### config.mk
export PLATFORM = sky130hd
export DESIGN_NAME = ebaz_led_ctrl
export DESIGN_NICKNAME = d
export VERILOG_FILES = /design/src/rtl/ebaz_led_ctrl.sv
export SDC_FILE = /design/constraint.sdc
export NUM_CORES = 1
export LEC_CHECK = 0
export BUFFER_PORTS_ARGS = -buffer_cell sky130_fd_sc_hd__buf_4
export CORE_MARGIN = 4
export CORE_UTILIZATION = 50
export CTS_BUF_LIST = sky130_fd_sc_hd__clkbuf_4
export DETAILED_ROUTE_END_ITERATION = 16
export PLACE_DENSITY = 0.77
export SYNTH_ARGS = -nofsm -noshare
export SYNTH_HDL_FRONTEND = slang
export SYNTH_SLANG_ARGS = --single-unit
export TNS_END_PERCENT = 1
### constraint.sdc
create_clock -name clk -period 7 [get_ports clk]
set_input_delay 0.7 -clock clk [delete_from_list [all_inputs] [get_ports clk]]
set_output_delay 0.7 -clock clk [all_outputs]
set_load 0.01 [all_outputs]
### src/rtl/ebaz_led_ctrl.sv
// EBAZ board LED drive: GPIO passthrough, MII activity stretch, heartbeat or off.
// Optional PWM dimming with `define EBAZ_LED_PWM_EN (adds the pwm_duty input).

module ebaz_led_stretch #(
    parameter int STRETCH_MS = 50
) (
    input  logic clk,
    input  logic rst_n,
    input  logic sig,
    input  logic ms_tick,
    input  logic clr,
    output logic active
);
    logic       sig_q;
    logic [9:0] cnt;

    // Hold the count while the level is high so the stretch starts at the falling edge.
    always_ff @(posedge clk or negedge rst_n) begin
        if (!rst_n) begin
            sig_q <= 1'b0;
            cnt   <= '0;
        end else begin
            sig_q <= sig;
            if (clr)
                cnt <= '0;
            else if (sig && !sig_q)
                cnt <= 10'(STRETCH_MS);
            else if (ms_tick && !sig && cnt != '0)
                cnt <= cnt - 10'd1;
        end
    end

    assign active = ((cnt != '0) && !clr) || sig;
endmodule

module ebaz_led_ctrl #(
    parameter int CLK_HZ         = 25000000,
    parameter int STRETCH_MS     = 50,
    parameter int LED_ACTIVE_LOW = 0
) (
    input  logic       clk,
    input  logic       rst_n,
    input  logic [1:0] gpio_led,
    input  logic [1:0] gpio_mode,
    input  logic       mii_tx_en,
    input  logic       mii_rx_dv,
`ifdef EBAZ_LED_PWM_EN
    input  logic [7:0] pwm_duty,
`endif
    output logic       led_red,
    output logic       led_green
);
    localparam int   DIV = (CLK_HZ / 1000 > 0) ? CLK_HZ / 1000 : 1;
    localparam int   PW  = (DIV > 1) ? $clog2(DIV) : 1;
    localparam logic INV = (LED_ACTIVE_LOW != 0);

    typedef enum logic [1:0] {
        M_PASS  = 2'b00,
        M_ACT   = 2'b01,
        M_HEART = 2'b10,
        M_OFF   = 2'b11
    } mode_e;

`ifdef EBAZ_LED_PWM_EN
    localparam int SW = 14;
    logic [SW-1:0] async_in;
    assign async_in = {pwm_duty, mii_rx_dv, mii_tx_en, gpio_mode, gpio_led};
`else
    localparam int SW = 6;
    logic [SW-1:0] async_in;
    assign async_in = {mii_rx_dv, mii_tx_en, gpio_mode, gpio_led};
`endif

    logic [SW-1:0] sync1, sync2;

    always_ff @(posedge clk or negedge rst_n) begin
        if (!rst_n) begin
            sync1 <= '0;
            sync2 <= '0;
        end else begin
            sync1 <= async_in;
            sync2 <= sync1;
        end
    end

    logic [1:0] led_s;
    mode_e      mode_s, mode_q;
    logic       tx_s, rx_s;

    assign led_s  = sync2[1:0];
    assign mode_s = mode_e'(sync2[3:2]);
    assign tx_s   = sync2[4];
    assign rx_s   = sync2[5];

    // 1 ms prescaler, free running across mode changes.
    logic [PW-1:0] pre_cnt;
    logic          ms_tick;

    assign ms_tick = (pre_cnt == PW'(DIV - 1));

    always_ff @(posedge clk or negedge rst_n) begin
        if (!rst_n)
            pre_cnt <= '0;
        else if (ms_tick)
            pre_cnt <= '0;
        else
            pre_cnt <= pre_cnt + PW'(1);
    end

    logic mode_chg;
    assign mode_chg = (mode_s != mode_q);

    logic [9:0] hb_ms, hb_eff;
    logic       hb_on;

    always_ff @(posedge clk or negedge rst_n) begin
        if (!rst_n) begin
            mode_q <= M_PASS;
            hb_ms  <= '0;
        end else begin
            mode_q <= mode_s;
            if (mode_chg)
                hb_ms <= '0;
            else if (ms_tick)
                hb_ms <= (hb_ms == 10'd999) ? 10'd0 : hb_ms + 10'd1;
        end
    end

    // The output update on the detection edge already sees the cleared counters.
    assign hb_eff = mode_chg ? 10'd0 : hb_ms;
    assign hb_on  = (hb_eff < 10'd100) || (hb_eff >= 10'd200 && hb_eff < 10'd300);

    logic [1:0] act_sig, act_on;
    assign act_sig = {rx_s, tx_s};

    for (genvar ch = 0; ch < 2; ch++) begin : g_str
        ebaz_led_stretch #(.STRETCH_MS(STRETCH_MS)) u_str (
            .clk    (clk),
            .rst_n  (rst_n),
            .sig    (act_sig[ch]),
            .ms_tick(ms_tick),
            .clr    (mode_chg),
            .active (act_on[ch])
        );
    end

    logic pwm_on;
`ifdef EBAZ_LED_PWM_EN
    logic [7:0] pwm_cnt;

    always_ff @(posedge clk or negedge rst_n) begin
        if (!rst_n)
            pwm_cnt <= '0;
        else
            pwm_cnt <= pwm_cnt + 8'd1;
    end

    assign pwm_on = (pwm_cnt < sync2[13:6]);
`else
    assign pwm_on = 1'b1;
`endif

    logic red_on, green_on;

    always_comb begin
        red_on   = 1'b0;
        green_on = 1'b0;
        case (mode_s)
            M_PASS: begin
                red_on   = led_s[0];
                green_on = led_s[1];
            end
            M_ACT: begin
                red_on   = act_on[0];
                green_on = act_on[1];
            end
            M_HEART: green_on = hb_on;
            default: ;
        endcase
        red_on   = red_on & pwm_on;
        green_on = green_on & pwm_on;
    end

    always_ff @(posedge clk or negedge rst_n) begin
        if (!rst_n) begin
            led_red   <= INV;
            led_green <= INV;
        end else begin
            led_red   <= red_on ^ INV;
            led_green <= green_on ^ INV;
        end
    end
endmodule

==> metrics.sh, run 1 <==
CTSLONGESTPATHBUFFERS=2
POST-ROUTE-WORST-SETUP-SLACK_NS=4.156
INITIAL_UTILIZATION_PCT=52.83
POST-ROUTE-MIN-PERIOD_NS=2.844
STATUS='finished clean'
SEQ_POWER_SHARE_PCT=50.9
SETUP_VIOL_COUNT_FINAL=0
FINALPOWER_uW=740.3
ROUTABILITYCONGESTION=0.8519
CLOCK-SINKS=63
WORST_EP_ARRIVAL_TIME_NS=3.18
LIST_OF_CELLS_TRAVERSED_BY_THE_CRITICAL_PATH='or4b_4 -> nor4_4 -> nand4b_2 -> or4_1 -> a21oi_1'
POWER.COMBINATIONAL.FRACTION_PCT=6.1
SWITCHING_POWER_uW=172.8
SYN-INSTANCE-COUNT=286
ACTUAL_TRANSITION_AT_THE_WORST_MAX_TRANSITION_PIN_NS=0.8487
FP.DIEW_UM=85.21
SYNTH.DISTINCT_CELLS=49
FILL_CELLS=458
GRT.TOTAL_USAGE_PCT=17.60
TIMING.CRITICAL_PATH.BUF_INV=0
FINAL-MAX-SLEW-VIOLATION-COUNT=0
PRE_CTS_SLACK_NS=4.175
YOSYSWARNINGCOUNT=0
YOSYSTOPAREACELLSHARE_PCT=52.90
MAXIMUM_NUMBER_OF_PINS_ON_ONE_NET_BEFORE_GLOBAL_ROUTE_REPAIR=64
INSERTEDDIODECOUNT=0
SYNTH_SEQ_AREA_SHARE_PCT=52.90
SYNTH-MAIN-FF-CELL='sky130_fd_sc_hd__dfrtp_1'
CRITICAL-PATH-SLOWEST-CELL='sky130_fd_sc_hd__nor4_4'
POSTSYNTHREGISTERBITS=63
CTSRESIZECOUNT=0
CRIT_FAMILY='simple AND/OR/NAND/NOR gates'
SWITCHING_SHARE_PCT=23.34
MAX_CAP_VIOLS=0
MAPPEDNETLISTAREA_UM2=2980
SYNTH_ENABLE_FLOP_CELLS=0
FINALCLOCKSKEW_NS=0.01042
STATIC-LEAKAGE-POWER_nW=1.363
DRT_WL_TOTAL_MM=5.849
POSTCTSHOLDBUFS=0
NUMBER_OF_GLOBAL_ROUTE_VIAS_BEFORE_REPAIR=2176
SHARE_OF_TOTAL_POWER_IN_THE_CLOCK_NETWORK_PCT=43.0
FIN_CRIT_SH_PCT=40.63
CTS_POST_SETUP_BUFFERS_INSERTED=0
NUMCTSBUFFERS=9
NUM-NETS-FINAL=313
HTREE_NUM_LEVELS=3
GRT.OVERFLOW.TOTAL=0
WORSTHOLDPATHTYPE='in2async'
TRITONCTS_CLOCK_TREE='done'
VIA_COUNT=2249
WL_PER_CELL_UM=15.47
RR_WORST_DEPTH=5
WORSTPATHMAXFANOUT=17
SETUP_TOTAL_NEGATIVE_SLACK_NS=0
IRDROPWORSTVDD_uV=168.5
DRC_ERRORS=0
CTS.ROOT.BUFFER_CELL='sky130_fd_sc_hd__clkbuf_4'
ANTENNA_VIOLATIONS_BEFORE_REPAIR=0
DRT_ITER0_MARKERS=158
CLOCK_LATENCY_REPORTED_FOR_THE_LATE_SIDE_OF_THE_WORST_SKEW_PAIR_NS=0.41
LAYOUT_CELLS_SIZED_ABOVE_1_PCT=11.44
POST-SYNTH-TOP-AREA-CELL='sky130_fd_sc_hd__dfrtp_1'
SYN-MEAN-INSTANCE-AREA_UM2=10.42
POWERDENSITY_nW_PER_UM2=224.0
FLOORPLAN.CORE_AREA_UM2=5642
FMAX_MHz=351.6
CRITICAL_PATH_END_TYPE='register'
SLEW_HEADROOM_PCT=42.99
MAX_STAGE_DELAY_NS=0.77
CP.REQUIRED_NS=7.33
POSTSYNTH.ASYNCRESETSHARE_PCT=100.0
DIE-HEIGHT_UM=85.21
TYPE_OF_THE_WORST_SETUP_PATH='reg2reg'
AREAGROWTHSYNTHTOFINISH_PCT=10.92
NUMBER_OF_FAILING_HOLD_ENDPOINTS_AT_THE_FINAL_STAGE=0
RSZ_0062_RAISED_AFTER_GLOBAL_ROUTING='false'
DIE_AREA_UM2=7260
CLK_TRANSITION_REPORTED_PATHS_NS=0.11
DRT-VIAS-PER-INSTANCE=5.950
SYNTH.TOP_CELLS.BY_AREA='sky130_fd_sc_hd__dfrtp_1, sky130_fd_sc_hd__xnor2_1, sky130_fd_sc_hd__nor2_1'
INTERNAL-POWER_uW=567.5
FIRST_PASS_GRT_WIRE_LENGTH_MM=10.03
CP_NUM_CELLS=5
DESIGN.PORTCOUNT=10
FLOORPLAN.ROWS=27
SYNTH_NETS=298
PLACE_HPWL_MM=4.015
PORTBUFFERS=9
DRT_FIRST_PASS_ITERS=4
ROUTE.ANTENNA.REMAINING_NETS=0
FIN_WORST_HOLD_SLACK_NS=0.3459
SETUP.WORST_PATH.START_CLASS='register'
## flip-flops by register name, indices dropped and copies added, names as in the netlist
register,flops
g_str.u_str.cnt,20
led_green,1
g_str.u_str.sig_q,2
hb_ms,10
sync2,6
led_red,1
mode_q,2
pre_cnt,15
sync1,6
## layout by cell type (no fill, tap or decap), types with 2 or more instances in the layout
cell type	instances
sky130_fd_sc_hd__nor4_1	5
sky130_fd_sc_hd__and3_1	4
sky130_fd_sc_hd__nand2_1	23
sky130_fd_sc_hd__bufinv_16	3
sky130_fd_sc_hd__o31ai_1	5
sky130_fd_sc_hd__xnor2_1	12
sky130_fd_sc_hd__a31oi_1	3
sky130_fd_sc_hd__o21ai_0	12
sky130_fd_sc_hd__xor2_1	11
sky130_fd_sc_hd__dfrtp_1	63
sky130_fd_sc_hd__a211oi_1	2
sky130_fd_sc_hd__nor2b_1	2
sky130_fd_sc_hd__nand2b_1	2
sky130_fd_sc_hd__a21oi_1	18
sky130_fd_sc_hd__and4_1	2
sky130_fd_sc_hd__buf_4	9
sky130_fd_sc_hd__or2_2	3
sky130_fd_sc_hd__ha_1	4
sky130_fd_sc_hd__nor3_1	7
sky130_fd_sc_hd__nand4_1	12
sky130_fd_sc_hd__or4_1	6
sky130_fd_sc_hd__nand4b_1	5
sky130_fd_sc_hd__o211ai_1	2
sky130_fd_sc_hd__inv_1	9
sky130_fd_sc_hd__or3_1	4
sky130_fd_sc_hd__and2_1	4
sky130_fd_sc_hd__clkbuf_4	9
sky130_fd_sc_hd__clkinv_4	2
sky130_fd_sc_hd__nor2_1	27
sky130_fd_sc_hd__nand3_1	14
## synth_stat cells (all sizes together), types with 3 or more instances
library cell / instances
or3: 4
nor2: 27
inv: 9
ha: 4
a21oi: 18
dfrtp: 63
or4: 6
and2: 4
a31oi: 3
nand4: 12
nand3: 14
o31ai: 5
clkbuf: 3
nor3: 7
a211oi: 3
nor4: 7
o21ai: 12
xor2: 11
or2: 3
and3: 4
nand2: 23
nand4b: 6
xnor2: 12
## worst reg2reg max path: stages, from the launching register on
cell                       delay (ns)
sky130_fd_sc_hd__dfrtp_1         0.44
sky130_fd_sc_hd__or4b_4          0.59
sky130_fd_sc_hd__nor4_4          0.77
sky130_fd_sc_hd__nand4b_2        0.28
sky130_fd_sc_hd__or4_1           0.53
sky130_fd_sc_hd__a21oi_1         0.15
## final timing paths
check,from,end,slack (ns)
max in group asynchronous,rst_n,hb_ms[8],6.14
setup reg to reg,pre_cnt[9],g_str[1].u_str.cnt[7],4.16
hold / removal,rst_n,g_str[1].u_str.cnt[8],0.35
setup / recovery,pre_cnt[9],g_str[1].u_str.cnt[7],4.16
min in group clk,sync1[5],sync2[5],0.36
hold reg to reg,sync1[5],sync2[5],0.36
## through the flow
stage	std cells	utilization, %	area [µm²]
floorplan	286	-	2980
global placement	362	55.27	3118
detailed placement	362	55.27	3118
CTS	378	58.59	3306
global route	378	58.59	3306
finish	378	58.59	3306
## cells by family after synthesis
kind of cell    Yosys count  synth area share [%]
simple gates            129                 24.60
flops                    63                 52.90
compound gates           50                 11.21
xor+xnor                 23                 6.759
buf+inv                  14                 1.805
fa+ha+maj                 5                 2.015
mux                       2                0.7137
## layer usage
layer	share of wire (%)	track usage, %	up-vias
li1	-	-	1078
met1	45	22.36	1107
met2	48	27.19	52
met3	5.0	5.534	12
met4	1.8	8.633	0
met5	0	0	-
## power groups by stage
stage	Combinational (mW)	Sequential (mW)	Clock [mW]
2_1_floorplan	0.0260	0.383	0
3_3_place_gp	0.0444	0.383	0
6_report	0.0453	0.377	0.318
5_1_grt	0.0511	0.378	0.348
4_1_cts	0.0458	0.377	0.329
3_5_place_dp	0.0457	0.384	0
## final cells by class
| cell class | instances | area, µm² | share of cell area [%] |
|---|---|---|---|
| Inverter | 9 | 33.78 | 1.022 |
| Timing Repair Buffer | 9 | 67.56 | 2.044 |
| Multi-Input combinational cell | 209 | 1350 | 40.84 |
| Tap cell | 72 | 90.09 | 2.725 |
| Clock inverter | 7 | 120.1 | 3.634 |
| Sequential cell | 63 | 1577 | 47.69 |
| Clock buffer | 9 | 67.56 | 2.044 |
No activity file was read; power rests on OpenSTA's default activity.
==> inputs of run 2 (changes only) <==
PLACE_DENSITY = 0.8   (was 0.77)
clock period = 2.6 ns   (was 7 ns; I/O delays follow)
==> run 2 against run 1 <==
Non-clock buffer count grew 12; via count grew 1.7%; maximum frequency grew 17%; critical path type unchanged; largest power group unchanged.
==> metrics.sh, run 2 (synthesis results as in run 1) <==
DRT_ITER0_MARKERS=201  # +27%
DRT_WL_TOTAL_MM=5.826  # -0.39%
TOP_REGS='g_str.u_str.cnt (20), pre_cnt (15), hb_ms (10)'
PLACE_HPWL_MM=3.923  # -2.3%
POWER.COMBINATIONAL.FRACTION_PCT=6.7  # +0.6 points
SEQ_POWER_SHARE_PCT=50.5  # -0.4 points
WORST_EP_ARRIVAL_TIME_NS=2.73  # -0.45 ns
DESIGN.PORTCOUNT=10  # unchanged
NUMBER_OF_FAILING_HOLD_ENDPOINTS_AT_THE_FINAL_STAGE=0  # unchanged
CTSRESIZECOUNT=0  # unchanged
PORTBUFFERS=9  # unchanged
FINAL-MAX-SLEW-VIOLATION-COUNT=0  # unchanged
STATIC-LEAKAGE-POWER_nW=1.407  # +3.2%
NUMCTSBUFFERS=9  # unchanged
MAXIMUM_NUMBER_OF_PINS_ON_ONE_NET_BEFORE_GLOBAL_ROUTE_REPAIR=64  # unchanged
CRITICAL-PATH-SLOWEST-CELL='sky130_fd_sc_hd__or4_1'
CLOCK-SINKS=63  # unchanged
CLOCK_LATENCY_REPORTED_FOR_THE_LATE_SIDE_OF_THE_WORST_SKEW_PAIR_NS=0.41  # about the same
INTERNAL-POWER_mW=1.536  # +170%
MAX_CAP_VIOLS=0  # unchanged
DRT_FIRST_PASS_ITERS=4  # unchanged
FMAX_MHz=410.4  # +17%
DRC_ERRORS=0  # unchanged
ANTENNA_VIOLATIONS_BEFORE_REPAIR=0  # unchanged
INSERTEDDIODECOUNT=0  # unchanged
CLK_TRANSITION_REPORTED_PATHS_NS=0.11  # about the same
FINISH.INSTANCE_AREA_UM2=3415  # +3.3%
NUMBER_OF_GLOBAL_ROUTE_VIAS_BEFORE_REPAIR=2226  # +2.3%
CTSLONGESTPATHBUFFERS=2  # unchanged
INITIAL_UTILIZATION_PCT=52.83  # unchanged
CP.REQUIRED_NS=2.89  # -4.44 ns
ACTUAL_TRANSITION_AT_THE_WORST_MAX_TRANSITION_PIN_NS=0.7606  # -0.08812 ns
SHARE_OF_TOTAL_POWER_IN_THE_CLOCK_NETWORK_PCT=42.8  # -0.2 points
FLOORPLAN.CORE_AREA_UM2=5642  # unchanged
DRT-VIAS-PER-INSTANCE=5.864  # -1.4%
GRT.TOTAL_USAGE_PCT=18.20  # +0.61 points
HTREE_NUM_LEVELS=3  # unchanged
SETUP_TOTAL_NEGATIVE_SLACK_NS=0  # unchanged
FIN_CRIT_SH_PCT=93.71  # +53 points
LAYOUT_CELLS_SIZED_ABOVE_1_PCT=12.89  # +1.5 points
SLEW_HEADROOM_PCT=49.29  # +6.3 points
WORSTPATHMAXFANOUT=5  # -12
NUM-NETS-FINAL=325  # +3.8%
IRDROPWORSTVDD_uV=694.9  # +310%
SWITCHING_SHARE_PCT=23.43  # +0.095 points
TRITONCTS_CLOCK_TREE='done'
FLIP_FLOP_COUNT_OF_THE_LARGEST_REGISTER_ALL_COPIES_AND_WORDS_ADDED=20  # unchanged
WL_PER_CELL_UM=14.94  # -3.5%
CTS.ROOT.BUFFER_CELL='sky130_fd_sc_hd__clkbuf_4'
FIRST_PASS_GRT_WIRE_LENGTH_MM=10.53  # +5.0%
TYPE_OF_THE_WORST_SETUP_PATH='reg2reg'
LIST_OF_CELLS_TRAVERSED_BY_THE_CRITICAL_PATH='or4b_4 -> or4_1 -> a2111oi_2 -> a41o_1 -> a31oi_1'
ROUTABILITYCONGESTION=0.8870  # +4.1%
AREAGROWTHSYNTHTOFINISH_PCT=14.57
DIE_AREA_UM2=7260  # unchanged
POST-ROUTE-MIN-PERIOD_NS=2.437  # -0.4073 ns
MOST-COMMON-LAYOUT-CELLS='sky130_fd_sc_hd__dfrtp_1, sky130_fd_sc_hd__nor2_1, sky130_fd_sc_hd__nand2_1'
LAYOUT.CELLS.MOST_COMMON='sky130_fd_sc_hd__dfrtp_1'
POST_DP_CELL_AREA_UM2=3156  # +1.2%
FIN_WORST_HOLD_SLACK_NS=0.3627  # +0.01678 ns
SETUP_VIOL_COUNT_FINAL=0  # unchanged
FP.DIEW_UM=85.21  # unchanged
WORSTHOLDPATHTYPE='reg2reg'
DIE-HEIGHT_UM=85.21  # unchanged
SETUP.WORST_PATH.START_CLASS='register'
RSZ_0062_RAISED_AFTER_GLOBAL_ROUTING='false'
MAX_STAGE_DELAY_NS=0.68  # -0.09 ns
POWERDENSITY_nW_PER_UM2=587.4  # +160%
FLOORPLAN.ROWS=27  # unchanged
FINALCLOCKSKEW_NS=0.01563  # +0.005217 ns
CRITICAL_PATH_END_TYPE='register'
LARGEST_REGISTER='g_str.u_str.cnt'
SWITCHING_POWER_uW=470.0  # +170%
VIA_COUNT=2287  # +1.7%
GRT.OVERFLOW.TOTAL=0  # unchanged
ROUTE.ANTENNA.REMAINING_NETS=0  # unchanged
STATUS='finished clean'
-- run 2: cell count changes in the layout (fill, tap and decap cells not counted) --
cell	previous run	this run
sky130_fd_sc_hd__clkinv_1	1	0
sky130_fd_sc_hd__clkinvlp_4	0	3
sky130_fd_sc_hd__buf_4	9	14
sky130_fd_sc_hd__dlygate4sd3_1	0	7
sky130_fd_sc_hd__inv_6	1	0
sky130_fd_sc_hd__clkinv_4	2	1
-- run 2: layout make-up --
class	instances	area, µm²
fill	442	2227
inverter	9	33.78
sequential	63	1577
timing repair buffer	21	175.2
clock buffer	9	67.56
clock inverter	7	121.4
tap	72	90.09
multi-input combinational	209	1350
-- run 2: per-layer routing --
metal | vias up | share of wire, % | routed length, µm | global-route usage, %
li1 | 1104 | - | - | -
met1 | 1129 | 48 | 2776 | 24.86
met2 | 44 | 47 | 2759 | 28.18
met3 | 10 | 2.8 | 163 | 3.204
met4 | 0 | 2.2 | 126 | 8.633
met5 | - | 0 | 0 | 0
-- run 2: worst max-delay path, delay by kind of cell (launching register included) --
family / cells / cell delay, ns
AO/OA/AOI/OAI: 3 / 0.63
flip-flops: 1 / 0.43
AND/OR/NAND/NOR: 2 / 1.27
-- run 2: repair_timing --
action,4_1_cts,5_1_grt
endpoints found under the hold margin,69,0
setup buffers,0,0
hold buffers,7,0
-- run 2: power groups by stage --
stage,clock network [mW],logic (mW),registers (mW)
6_report,0.858,0.134,1.01
5_1_grt,0.931,0.149,1.02
4_1_cts,0.876,0.135,1.01
3_5_place_dp,0,0.126,1.03
3_3_place_gp,0,0.123,1.03
2_1_floorplan,0,0.0700,1.03
-- run 2: final timing paths --
kind	startpoint	endpoint	slack (ns)	cells past startpoint
max	pre_cnt[9]	g_str[0].u_str.cnt[5]	0.16	5
min in group asynchronous	rst_n	hb_ms[2]	0.46	2
max in group asynchronous	rst_n	pre_cnt[10]	1.63	2
max reg2reg	pre_cnt[9]	g_str[0].u_str.cnt[5]	0.16	5
min	sync1[3]	sync2[3]	0.36	0
min reg2reg	sync1[3]	sync2[3]	0.36	0
-- run 2: metrics by stage --
stage	utilization (%)	setup slack (ns)	instances	power, mW
floorplan	-	0.2736	286	1.101
global placement	55.93	0.2267	367	1.154
detailed placement	55.93	0.1698	367	1.158
CTS	60.52	0.1560	390	2.025
global route	60.52	0.02104	390	2.097
finish	60.52	0.1634	390	2.006
==> inputs of run 3 (changes only) <==
CELL_PAD_IN_SITES_DETAIL_PLACEMENT = 0   (was default)
CELL_PAD_IN_SITES_GLOBAL_PLACEMENT = 1   (was default)
CORE_UTILIZATION = 46   (was 50)
PLACE_DENSITY = 0.89   (was 0.8)
==> run 3 against run 2 <==
Largest cell class unchanged; register-to-register slack improved by 0.03 ns; cell count rose by 1.5%; cell area rose by 0.11%; die area rose by 7.9%; sequential share of layout area fell by 0.051 points; largest power group unchanged; clock-buffer cell count did not move; global-route usage fell by 1.1 points; clock power fell by 2%; critical endpoint unchanged.
==> metrics.sh, run 3 (synthesis results as in run 1) <==
STATUS='finished clean'
DIE_AREA_UM2=7830  # +7.9%
WORST_HOLD_PATH.NUM_CELLS=0  # unchanged
FILL_CELLS=578  # +31%
NUMBER_OF_FAILING_HOLD_ENDPOINTS_AT_THE_FINAL_STAGE=0  # unchanged
IRDROPWORSTVDD_uV=457.7  # -34%
CLK_TRANSITION_REPORTED_PATHS_NS=0.11  # about the same
STATIC-LEAKAGE-POWER_nW=1.417  # +0.72%
INSERTEDDIODECOUNT=0  # unchanged
FINALCLOCKSKEW_NS=0.01413  # -0.001504 ns
HTREE_NUM_LEVELS=3  # unchanged
SETUP_VIOL_COUNT_FINAL=0  # unchanged
MOST-COMMON-LAYOUT-CELLS='sky130_fd_sc_hd__dfrtp_1, sky130_fd_sc_hd__nor2_1, sky130_fd_sc_hd__nand2_1'
PORTBUFFERS=9  # unchanged
TRITONCTS_CLOCK_TREE='done'
CLOCK-SINKS=63  # unchanged
DRC_ERRORS=0  # unchanged
TOP_REGS='g_str.u_str.cnt (20), pre_cnt (15), hb_ms (10)'
CRITICAL_PATH_END_TYPE='register'
DESIGN.PORTCOUNT=10  # unchanged
FLOORPLAN.CORE_AREA_UM2=6314  # +12%
SLEW_HEADROOM_PCT=47.82  # -1.5 points
DRT_ITER0_MARKERS=110  # -45%
LARGEST_REGISTER='g_str.u_str.cnt'
CLOCK_LATENCY_REPORTED_FOR_THE_LATE_SIDE_OF_THE_WORST_SKEW_PAIR_NS=0.41  # about the same
NUM-NETS-FINAL=326  # +0.31%
DRT-VIAS-PER-INSTANCE=5.641  # -3.8%
ANTENNA_VIOLATIONS_BEFORE_REPAIR=0  # unchanged
POWERDENSITY_nW_PER_UM2=583.1  # -0.74%
CTS_POST_SETUP_BUFFERS_INSERTED=0  # unchanged
MET1_GRT_UTIL_PCT=23.82  # -1.0 points
DIE-HEIGHT_UM=88.49  # +3.9%
WL_PER_CELL_UM=15.01  # +0.46%
CP.REQUIRED_NS=2.90  # about the same
MAXIMUM_NUMBER_OF_PINS_ON_ONE_NET_BEFORE_GLOBAL_ROUTE_REPAIR=64  # unchanged
CTSLONGESTPATHBUFFERS=2  # unchanged
FMAX_MHz=414.8  # +1.1%
FLOORPLAN.ROWS=29  # +7.4%
WORSTPATHMAXFANOUT=5  # unchanged
GRT.OVERFLOW.TOTAL=0  # unchanged
TOP_USAGE_LAYER='met2'
MAX_CAP_VIOLS=0  # unchanged
ROUTE.ANTENNA.REMAINING_NETS=0  # unchanged
NUMBER_OF_GLOBAL_ROUTE_VIAS_BEFORE_REPAIR=2175  # -2.3%
FIRST_PASS_GRT_WIRE_LENGTH_MM=10.21  # -3.0%
ROUTABILITYCONGESTION=0.8984  # +1.3%
PLACE_HPWL_MM=3.864  # -1.5%
UTILIZATION_PCT=54.14  # -6.4 points
LAYOUT_CELLS_SIZED_ABOVE_1_PCT=12.85  # -0.040 points
LAYOUT.CELLS.MOST_COMMON='sky130_fd_sc_hd__dfrtp_1'
DRT_WL_TOTAL_MM=5.943  # +2.0%
DRT_FIRST_PASS_ITERS=4  # unchanged
VIA_COUNT=2234  # -2.3%
FIN_CRIT_SH_PCT=92.73  # -0.99 points
GRT_UTIL_MET2_PCT=25.36  # -2.8 points
FLIP_FLOP_COUNT_OF_THE_LARGEST_REGISTER_ALL_COPIES_AND_WORDS_ADDED=20  # unchanged
WORSTHOLDPATHTYPE='reg2reg'
RSZ_0062_RAISED_AFTER_GLOBAL_ROUTING='false'
NUMCTSBUFFERS=9  # unchanged
FINALPOWER_mW=1.993  # -0.63%
GROUTE.LAYER.MET3.USAGE_PCT=2.886  # -0.32 points
POST-ROUTE-MIN-PERIOD_NS=2.411  # -0.02564 ns
RR_WORST_DEPTH=5  # unchanged
INITIAL_UTILIZATION_PCT=47.21  # -5.6 points
FIN_WORST_HOLD_SLACK_NS=0.3565  # -0.006231 ns
TYPE_OF_THE_WORST_SETUP_PATH='reg2reg'
CTS.ROOT.BUFFER_CELL='sky130_fd_sc_hd__clkbuf_4'
GRT.TOTAL_USAGE_PCT=17.12  # -1.1 points
SETUP_TOTAL_NEGATIVE_SLACK_NS=0  # unchanged
AREAGROWTHSYNTHTOFINISH_PCT=14.69
SETUP.WORST_PATH.START_CLASS='register'
ACTUAL_TRANSITION_AT_THE_WORST_MAX_TRANSITION_PIN_NS=0.7826  # +0.02204 ns
WORST_EP_ARRIVAL_TIME_NS=2.71  # -0.02 ns
FINAL-MAX-SLEW-VIOLATION-COUNT=0  # unchanged
FP.DIEW_UM=88.49  # +3.9%
==> run 3: cell types whose count changed in the layout (fill, tap and decap cells not counted) <==
cell                         change
sky130_fd_sc_hd__buf_4           +1
sky130_fd_sc_hd__clkinv_1        +1
sky130_fd_sc_hd__clkinv_2        +2
sky130_fd_sc_hd__clkinv_4        -1
sky130_fd_sc_hd__clkinvlp_4      -2
==> run 3: path summary, 6_finish.rpt <==
path,from,endpoint,slack (ns)
worst max-delay path,pre_cnt[9],g_str[0].u_str.cnt[5],0.19
worst min-delay path,sync1[3],sync2[3],0.36
worst max register to register,pre_cnt[9],g_str[0].u_str.cnt[5],0.19
worst min register to register,sync1[3],sync2[3],0.36
max in group asynchronous,rst_n,sync1[2],1.62
min in group asynchronous,rst_n,g_str[1].u_str.cnt[8],0.46
==> run 3: through the flow <==
stage,instances,instance area (µm²),setup WS (ns)
6_report,396,3418,0.1891
5_1_grt,396,3418,0.02447
4_1_cts,396,3418,0.1829
3_5_place_dp,373,3169,0.2166
3_3_place_gp,373,3169,0.2470
2_1_floorplan,286,2980,0.2736
==> run 3: timing repair <==
item | in CTS | in global routing
hold buffers | 7 | 0
hold endpoints to repair | 69 | 0
setup endpoints to repair | 0 | 0
resized for setup | 0 | 0
==> run 3: final cells by class <==
| type | count | area [µm²] | area share, % |
|---|---|---|---|
| Clock buffer | 9 | 67.56 | 1.977 |
| Sequential cell | 63 | 1577 | 46.12 |
| Clock inverter | 7 | 111.4 | 3.258 |
| Inverter | 9 | 33.78 | 0.9883 |
| Tap cell | 77 | 96.34 | 2.818 |
| Multi-Input combinational cell | 209 | 1350 | 39.49 |
| Timing Repair Buffer | 22 | 182.7 | 5.344 |
==> run 3: where the power goes <==
group / internal [mW] / total [mW] / leakage [nW] / switching, mW
Sequential: 0.999 / 1.01 / 0.823 / 0.0141
Clock: 0.480 / 0.842 / 0.0933 / 0.362
Combinational: 0.0511 / 0.138 / 0.500 / 0.0868
Total: 1.53 / 1.99 / 1.42 / 0.463
==> run 3: layer usage <==
| layer | wire, µm | vias to the layer above | part of all wire, % |
|---|---|---|---|
| li1 | - | 1103 | - |
| met1 | 2778 | 1085 | 47 |
| met2 | 2841 | 40 | 48 |
| met3 | 261 | 6 | 4.4 |
| met4 | 61 | 0 | 1.0 |
| met5 | 0 | - | 0 |
==> run 3: worst max-delay path, cell delays in order, from the launching register on <==
cell	delay [ns]
sky130_fd_sc_hd__dfrtp_1	0.44
sky130_fd_sc_hd__or4b_4	0.59
sky130_fd_sc_hd__or4_1	0.63
sky130_fd_sc_hd__a2111oi_2	0.38
sky130_fd_sc_hd__a41o_1	0.22
sky130_fd_sc_hd__a31oi_1	0.04
